**config.mk**
```make
export PLATFORM = sky130hd
export DESIGN_NAME = hex_display_scanner
export DESIGN_NICKNAME = d
export VERILOG_FILES = /design/src/rtl/display_pkg.sv /design/src/rtl/scan_tick_gen.sv /design/src/rtl/hex_display_scanner.sv
export SDC_FILE = /design/constraint.sdc
export NUM_CORES = 1
export LEC_CHECK = 0
export ABC_AREA = 1
export BUFFER_PORTS_ARGS = -buffer_cell sky130_fd_sc_hd__buf_2
export CAP_MARGIN = 20
export CORE_MARGIN = 1
export CORE_UTILIZATION = 25
export DETAILED_ROUTE_END_ITERATION = 7
export GPL_ROUTABILITY_DRIVEN = 0
export SLEW_MARGIN = 20
export SYNTH_ARGS = -nofsm -noshare
export SYNTH_HDL_FRONTEND = slang
export SYNTH_HIERARCHICAL = 1
export SYNTH_SLANG_ARGS = --single-unit
export TNS_END_PERCENT = 10
```
**constraint.sdc**
```tcl
create_clock -name clk -period 1.5 [get_ports clk]
set_input_delay 0.15 -clock clk [delete_from_list [all_inputs] [get_ports clk]]
set_output_delay 0.15 -clock clk [all_outputs]
set_load 0.03 [all_outputs]
```
**src/rtl/display_pkg.sv**
```systemverilog
// Shared types and helpers for the multiplexed hex display scanner.
package display_pkg;

  localparam int DIGIT_W = 4;

  typedef enum logic {
    IDLE = 1'b0,
    SCAN = 1'b1
  } scan_state_t;

  // Never returns 0 so that single-value counters still get a 1-bit register.
  function automatic int clog2(input int value);
    int width;
    width = 0;
    while ((1 << width) < value) begin
      width++;
    end
    return (width < 1) ? 1 : width;
  endfunction

endpackage

```
**src/rtl/scan_tick_gen.sv**
```systemverilog
// Slot-timing counter: counts 0..PRESCALE-1 while running and flags the last cycle of a slot.
module scan_tick_gen
  import display_pkg::*;
#(
  parameter int PRESCALE = 50000,
  parameter int CNT_W    = clog2(PRESCALE)
) (
  input  logic             clk,
  input  logic             rst,
  input  logic             run,
  input  logic             clr,
  output logic [CNT_W-1:0] cnt,
  output logic             tick
);

  logic [CNT_W-1:0] cnt_q;
  logic [CNT_W-1:0] cnt_d;

  assign tick = (cnt_q == CNT_W'(PRESCALE - 1));
  assign cnt  = cnt_q;

  always_comb begin
    cnt_d = cnt_q;
    if (clr || !run) begin
      cnt_d = '0;
    end else if (tick) begin
      cnt_d = '0;
    end else begin
      cnt_d = cnt_q + 1'b1;
    end
  end

  always_ff @(posedge clk or posedge rst) begin
    if (rst) begin
      cnt_q <= '0;
    end else begin
      cnt_q <= cnt_d;
    end
  end

endmodule

```
**src/rtl/hex_display_scanner.sv**
```systemverilog
// Scans a NUM_DIGITS hex word onto one shared seven-segment decoder with a dead-time per slot.
// Optional leading-zero suppression is enabled by defining LEADING_ZERO_BLANK_EN.
module hex_display_scanner
  import display_pkg::*;
#(
  parameter int NUM_DIGITS  = 4,
  parameter int PRESCALE    = 50000,
  parameter int DEAD_CYCLES = 2
) (
  input  logic                          clk,
  input  logic                          rst,
  input  logic                          disp_en,
  input  logic                          load,
  input  logic [DIGIT_W*NUM_DIGITS-1:0] data_in,
  output logic [DIGIT_W-1:0]            nibble_out,
  output logic [NUM_DIGITS-1:0]         digit_sel_L,
  output logic                          blank,
  output logic                          frame_done
);

  localparam int DATA_W = DIGIT_W * NUM_DIGITS;
  localparam int CNT_W  = clog2(PRESCALE);
  localparam int IDX_W  = clog2(NUM_DIGITS);

  scan_state_t       state_q, state_d;
  logic [IDX_W-1:0]  idx_q, idx_d;
  logic [DATA_W-1:0] data_q, data_d;

  logic [CNT_W-1:0]      cnt;
  logic                  tick;
  logic                  run;
  logic                  clr;
  logic                  in_dead;
  logic                  cur_suppress;
  logic                  lit;
  logic [DIGIT_W-1:0]    digit [NUM_DIGITS];
  logic [NUM_DIGITS-1:0] suppress;

  assign run = (state_q == SCAN);

  scan_tick_gen #(
    .PRESCALE (PRESCALE),
    .CNT_W    (CNT_W)
  ) u_tick (
    .clk  (clk),
    .rst  (rst),
    .run  (run),
    .clr  (clr),
    .cnt  (cnt),
    .tick (tick)
  );

  generate
    for (genvar gi = 0; gi < NUM_DIGITS; gi++) begin : g_digit
      assign digit[gi] = data_q[gi*DIGIT_W +: DIGIT_W];
    end
    if (DEAD_CYCLES == 0) begin : g_no_dead
      assign in_dead = 1'b0;
    end else begin : g_dead
      assign in_dead = (cnt < CNT_W'(DEAD_CYCLES));
    end
  endgenerate

`ifdef LEADING_ZERO_BLANK_EN
  // Walk down from the top digit; a digit hides while everything above it is zero too.
  always_comb begin
    logic all_zero;
    all_zero = 1'b1;
    suppress = '0;
    for (int i = NUM_DIGITS - 1; i > 0; i--) begin
      all_zero    = all_zero && (digit[i] == '0);
      suppress[i] = all_zero;
    end
  end
`else
  assign suppress = '0;
`endif

  always_comb begin
    state_d = state_q;
    idx_d   = idx_q;
    data_d  = load ? data_in : data_q;
    clr     = 1'b0;
    case (state_q)
      IDLE: begin
        idx_d = '0;
        if (disp_en) begin
          state_d = SCAN;
        end
      end
      SCAN: begin
        if (!disp_en) begin
          state_d = IDLE;
          idx_d   = '0;
          clr     = 1'b1;
        end else if (tick) begin
          idx_d = (idx_q == IDX_W'(NUM_DIGITS - 1)) ? '0 : idx_q + 1'b1;
        end
      end
      default: state_d = IDLE;
    endcase
  end

  always_comb begin
    nibble_out   = '0;
    cur_suppress = 1'b0;
    for (int i = 0; i < NUM_DIGITS; i++) begin
      if (idx_q == IDX_W'(i)) begin
        nibble_out   = digit[i];
        cur_suppress = suppress[i];
      end
    end
    lit         = run && !in_dead && !cur_suppress;
    digit_sel_L = '1;
    for (int i = 0; i < NUM_DIGITS; i++) begin
      if (lit && (idx_q == IDX_W'(i))) begin
        digit_sel_L[i] = 1'b0;
      end
    end
    blank      = &digit_sel_L;
    frame_done = run && tick && (idx_q == IDX_W'(NUM_DIGITS - 1));
  end

  always_ff @(posedge clk or posedge rst) begin
    if (rst) begin
      state_q <= IDLE;
      idx_q   <= '0;
      data_q  <= '0;
    end else begin
      state_q <= state_d;
      idx_q   <= idx_d;
      data_q  <= data_d;
    end
  end

endmodule

```
# Yosys cells after proc, flatten, opt, wreduce, memory -nomap -nowiden
# Cells that the tools add are included.
# totals
reg_bits,35
input_bits,20
output_inout_bits,10
elab_cells,42
# classes
n_addsub,2
n_lt_le_gt_ge,1
n_eq_ne,5
muxes,17
bitwise,1
reduce_logical,12
# ops
op,n
16-bit 2-to-1 mux,2
"16-bit by 1-bit adder with 16-bit output, second input constant",1
"16-bit equality test, second input constant",1
"16-bit by 2-bit < comparator with 1-bit output, second input constant",1
4-bit 2-to-1 mux,4
1-bit logical AND,7
1-bit 2-to-1 mux,7
2-bit 2-to-1 mux,3
"2-bit equality test, second input constant",2
2-bit case mux with 2 select lines,1
4-bit AND reduction,1
"3-bit by 2-bit inequality test with 1-bit output, second input constant",1
"2-bit by 1-bit adder with 2-bit output, second input constant",1
"2-bit by 1-bit equality test with 1-bit output, second input constant",1
1-bit logical NOT,2
2-bit logical NOT,1
1-bit logical OR,1
1-bit NOT,1

# Logic depth before layout (Yosys ltp)
# depth
depth_word,6
mapped_depth,7
ltp_nobuf,7

# Modules after synthesis
# Netlist, hierarchy kept.
# by_module_without_submodules
module,instances,cells_per_inst,area_per_inst_um2,seq_area_each_um2
hex_display_scanner,1,118,1033.5,475.5
scan_tick_gen,1,127,928.4,400.4

# Worst setup path after synthesis
# OpenSTA, ideal clock, no wires.
# synth_timing
path_type,register -> output
startpoint,register idx_q[0]
endpoint,output port blank
arrival_time_ns,1.868
t_required_ns,1.350
slack_ns,-0.518
stages_incl_launch_ff,5
path_buffers,1
path_cell_list,dfrtp_1 -> inv_1 -> ha_1 -> buf_6 -> o41ai_1
# synth_between
elab_chain_cells,4
elab_cells_between_ends,13
classes_between,3 x eq/ne; 4 x mux; 6 x reduce/logical
# synth_lines
element,line_no,text
from (decl),hex_display_scanner.sv:26,"logic [IDX_W-1:0] idx_q, idx_d;"
from (signal assigned),hex_display_scanner.sv:131,idx_q <= idx_d;
"2-bit by 1-bit equality test with 1-bit output, or another cell as far along",hex_display_scanner.sv:116,if (lit && (idx_q == IDX_W'(i))) begin
1-bit logical AND,hex_display_scanner.sv:116,
1-bit 2-to-1 mux,hex_display_scanner.sv:116,
4-bit AND reduction (*),hex_display_scanner.sv:120,blank = &digit_sel_L;
to (decl),hex_display_scanner.sv:17,"output logic blank,"
# Mark *: on every way between the ends. The rest lies on a longest branch, timed or not.

# Worst setup path after layout
# layout_timing
startpoint,"register u_tick.cnt_q[4], in the netlist u_tick/cnt[4]"
endpoint,output port frame_done
# layout_between
elab_chain_cells,3
# layout_lines
element,line_no,text
from (decl),scan_tick_gen.sv:16,logic [CNT_W-1:0] cnt_q;
from (signal assigned),scan_tick_gen.sv:37,cnt_q <= cnt_d;
16-bit equality test,scan_tick_gen.sv:19,assign tick = (cnt_q == CNT_W'(PRESCALE - 1));
named net tick,hex_display_scanner.sv:30,logic tick;
1-bit logical AND (2 in series),hex_display_scanner.sv:121,frame_done = run && tick && (idx_q == IDX_W'(NUM_DIGITS - 1));
to (decl),hex_display_scanner.sv:18,output logic frame_done
# The timed path passes the listed nets, and every way through them passes these cells.

==> flow_summary.toml <==
[flow_run]
cap_violations = 0

[final_layout]
fin_cells = 409
nNetsFinal = 334
final_common_cell = "nand2_1"
final_cell_mix = "nand2_1 (51), buf_4 (39), nor2_1 (35), dfrtp_1 (34), inv_1 (30)"
drive_gt1_share_pct = 34.2
final_area_um2 = 2710
fillers = 776
diodes = 0
area_delta_synth_final_pct = 38.0

[floorplan]
initial_core_util_pct = 26.5
fp.dieW_um = 90.6
rows = 31
fp.dieH_um = 90.6
die_area_um2 = 8210
ios = 30
coreArea_um2 = 7410

[run_status]
outcome = "finished, violations left"
violations = "negative setup slack"

[clock_tree]
htreeDepth = 2
clockRootBuffer = "clkbuf_8"
clk_latency_ns = 0.29
cts_tree = "done"
clock_path_buffers = 2
cts_sinks = 35
clk_pin_slew_worst_paths_ns = 0.07
cts_buffers = 5

[logic_synthesis]
synth-simple-area-share_pct = 28.6
synth_compound_area_share_pct = 7.59
netlist_area_um2 = 1960
syn_avg_cell_area_um2 = 8.01
ys_warn_count = 6
syn-num-nets = 270
ys_seq_area_share_pct = 44.6
synth_seq_cells = 35
yosysTopAreaCell = "dfrtp_1"
synth.distinct_cells = 30
synth_top_family_by_area = "simple AND/OR/NAND/NOR gates"
syn-instance-count = 245
synthAdderAreaFrac_pct = 3.19
yosys-top-cells-area = "dfrtp_1 (45%), nand2_1 (9.9%), nor2_1 (7.3%)"
synth_xor_area_share_pct = 1.79
synth_top_area_share_pct = 44.6
muxShareOfSynthArea_pct = 5.36

[global_route]
use_met3_pct = 3.79
grt_use_total_pct = 11.9
grt_max_degree = 25
top_usage_layer = "met2"
antenna_found_initial = 0
grt_pass1_vias = 1718
grt-ovfl-total = 0
use_met2_pct = 18.9
grt_pass1_wl_mm = 7.84
use_met1_pct = 15.9

[routing]
drtAntennaViolNets = 0
wirelength_mm = 4.77
avgRoutedWirePerCell_um = 11.7
drc = 0
vias_per_cell = 4.35
dr.pass1.iters = 4
routed-via-count = 1779
drt-initial-drc-count = 49

[sta]
finalMaxSlewViolations = 0
slew_headroom_pct = 59.1
clock_skew_ns = 0.00581
max_freq_mhz = 561
hold_viol_final = 0
setup_viol = 10
tns_ns = -1.71
period_minus_slack_ns = 1.78
fin_crit_sh_pct = 119
setup_ws_ns = -0.283
tightest_slew_ns = 0.613
rsz0062_at_grt = "yes"

[pwr]
swShare_pct = 24.7
p_int_mw = 1.59
pwr-share-comb_pct = 11.8
ir_drop_uv = 303
clock_power_share_pct = 40.3
p_seq_share_pct = 47.9
p_leak_nw = 1.33
switchingPower_mw = 0.522
p_per_area_nw_per_um2 = 781

[critical_path]
reg2reg_slack_ns = 0.07
cpPeakStageDelay_ns = 0.39
critPathMostFrequentCell = "inv_1"
arrival_ns = 1.63
worst_path_max_delay_cell = "dfrtp_1"
start_kind = "flop"
timing.rr.start = "u_tick/cnt[4]"
r2r_cells = 7
r2r-end = "idx_q[0]"
crit_required_ns = 1.35
worstSetupEndpointType = "primary output"
path_class = "flop to primary output"
critical_path.cell_chain = "inv_1 -> nand4_1 -> nor4_4 -> inv_1 -> nor3_2 -> buf_4"
cp_max_fo = 2
crit_family = "simple AND/OR/NAND/NOR gates"
crit_buf_inv = 3

[placement]
placed_cell_area_um2 = 2410
numPortBuffers = 29
post-dp-hpwl_mm = 3.56
placed_cells = 397

[worst_hold_path]
hp-class = "input port to flop"
min_path_cells = 1
holdPathEnd = "run"
holdCritStartpoint = "disp_en"
synth_stat cells (all sizes together):
cell,instances
a21o,1
a21oi,6
a31oi,2
buf,4
clkinv,1
dfrtp,35
ha,5
inv,34
mux2,8
nand2,54
nand3,23
nand4,5
nor2,41
nor3,3
nor3b,1
nor4,1
o21ai,13
o21bai,1
o22ai,2
o41ai,1
xnor2,1
xor2,3
metrics by stage:
step | worst slack [ns] | hold WS [ns] | total power [mW] | util (%)
after global placement | -0.0944 | 0.193 | 1.26 | 32.5
after detailed placement | -0.135 | 0.195 | 1.26 | 32.5
after floorplan | -0.161 | 0.0637 | 1.18 | -
after global routing | -0.377 | 0.0263 | 2.23 | 36.5
final | -0.283 | 0.0396 | 2.11 | 36.5
after CTS | -0.324 | 0.000624 | 2.14 | 34.9
power by group through the flow:
stage	registers (mW)	logic, mW	clock network [mW]
after floorplan	1.02	0.157	0
after global placement	1.03	0.231	0
after detailed placement	1.03	0.233	0
after CTS	1.01	0.239	0.888
after global routing	1.02	0.279	0.932
final	1.01	0.250	0.851
layout make-up:
cell class	instances	area, um2	area share, %
clock buffer	5	68.8	2.54
clock inverter	3	43.8	1.62
inverter	35	135	4.99
multi-input combinational	171	1040	38.4
sequential	35	877	32.4
tap	99	124	4.57
timing repair buffer	61	420	15.5
routing by layer:
metal,vias up,share of wire [%],wire length [um]
li1,909,-,-
met1,815,46,2200
met2,55,47,2260
met3,0,6.4,304
met4,0,0,0
met5,-,0,0
flip-flops by register name (all words and copies together), names as in the netlist:
| signal | flops |
|---|---|
| u_tick/cnt | 16 |
| data_q | 16 |
| idx_q | 2 |
| run | 1 |
worst max path at each step:
| stage | end | slack (ns) | startpoint | depth (start not counted) |
|---|---|---|---|---|
| 5_1_grt | frame_done | -0.38 | u_tick/cnt[4] | 6 |
| 4_1_cts | frame_done | -0.32 | u_tick/cnt[4] | 6 |
| 2_1_floorplan | frame_done | -0.16 | u_tick/cnt[0] | 5 |
| 6_report | frame_done | -0.28 | u_tick/cnt[4] | 6 |
| 3_5_place_dp | frame_done | -0.14 | u_tick/cnt[13] | 6 |
| 3_3_place_gp | frame_done | -0.09 | u_tick/cnt[13] | 6 |
kinds of logic after synthesis:
kind of cell    count (synthesis)
compound gates                 26
xor+xnor                        4
fa+ha+maj                       5
buf+inv                        39
flops                          35
mux                             8
simple gates                  128
timing repair:
item / 4_1_cts / 5_1_grt
endpoints found under the hold margin: 35 / 0
endpoints found under the setup margin: 10 / 16
pin swaps: 2 / 2
gates resized for setup: 14 / 27
buffers inserted: 1 / 2
hold buffers: 1 / 0
Note: power is estimated with default switching activity, not from simulation.
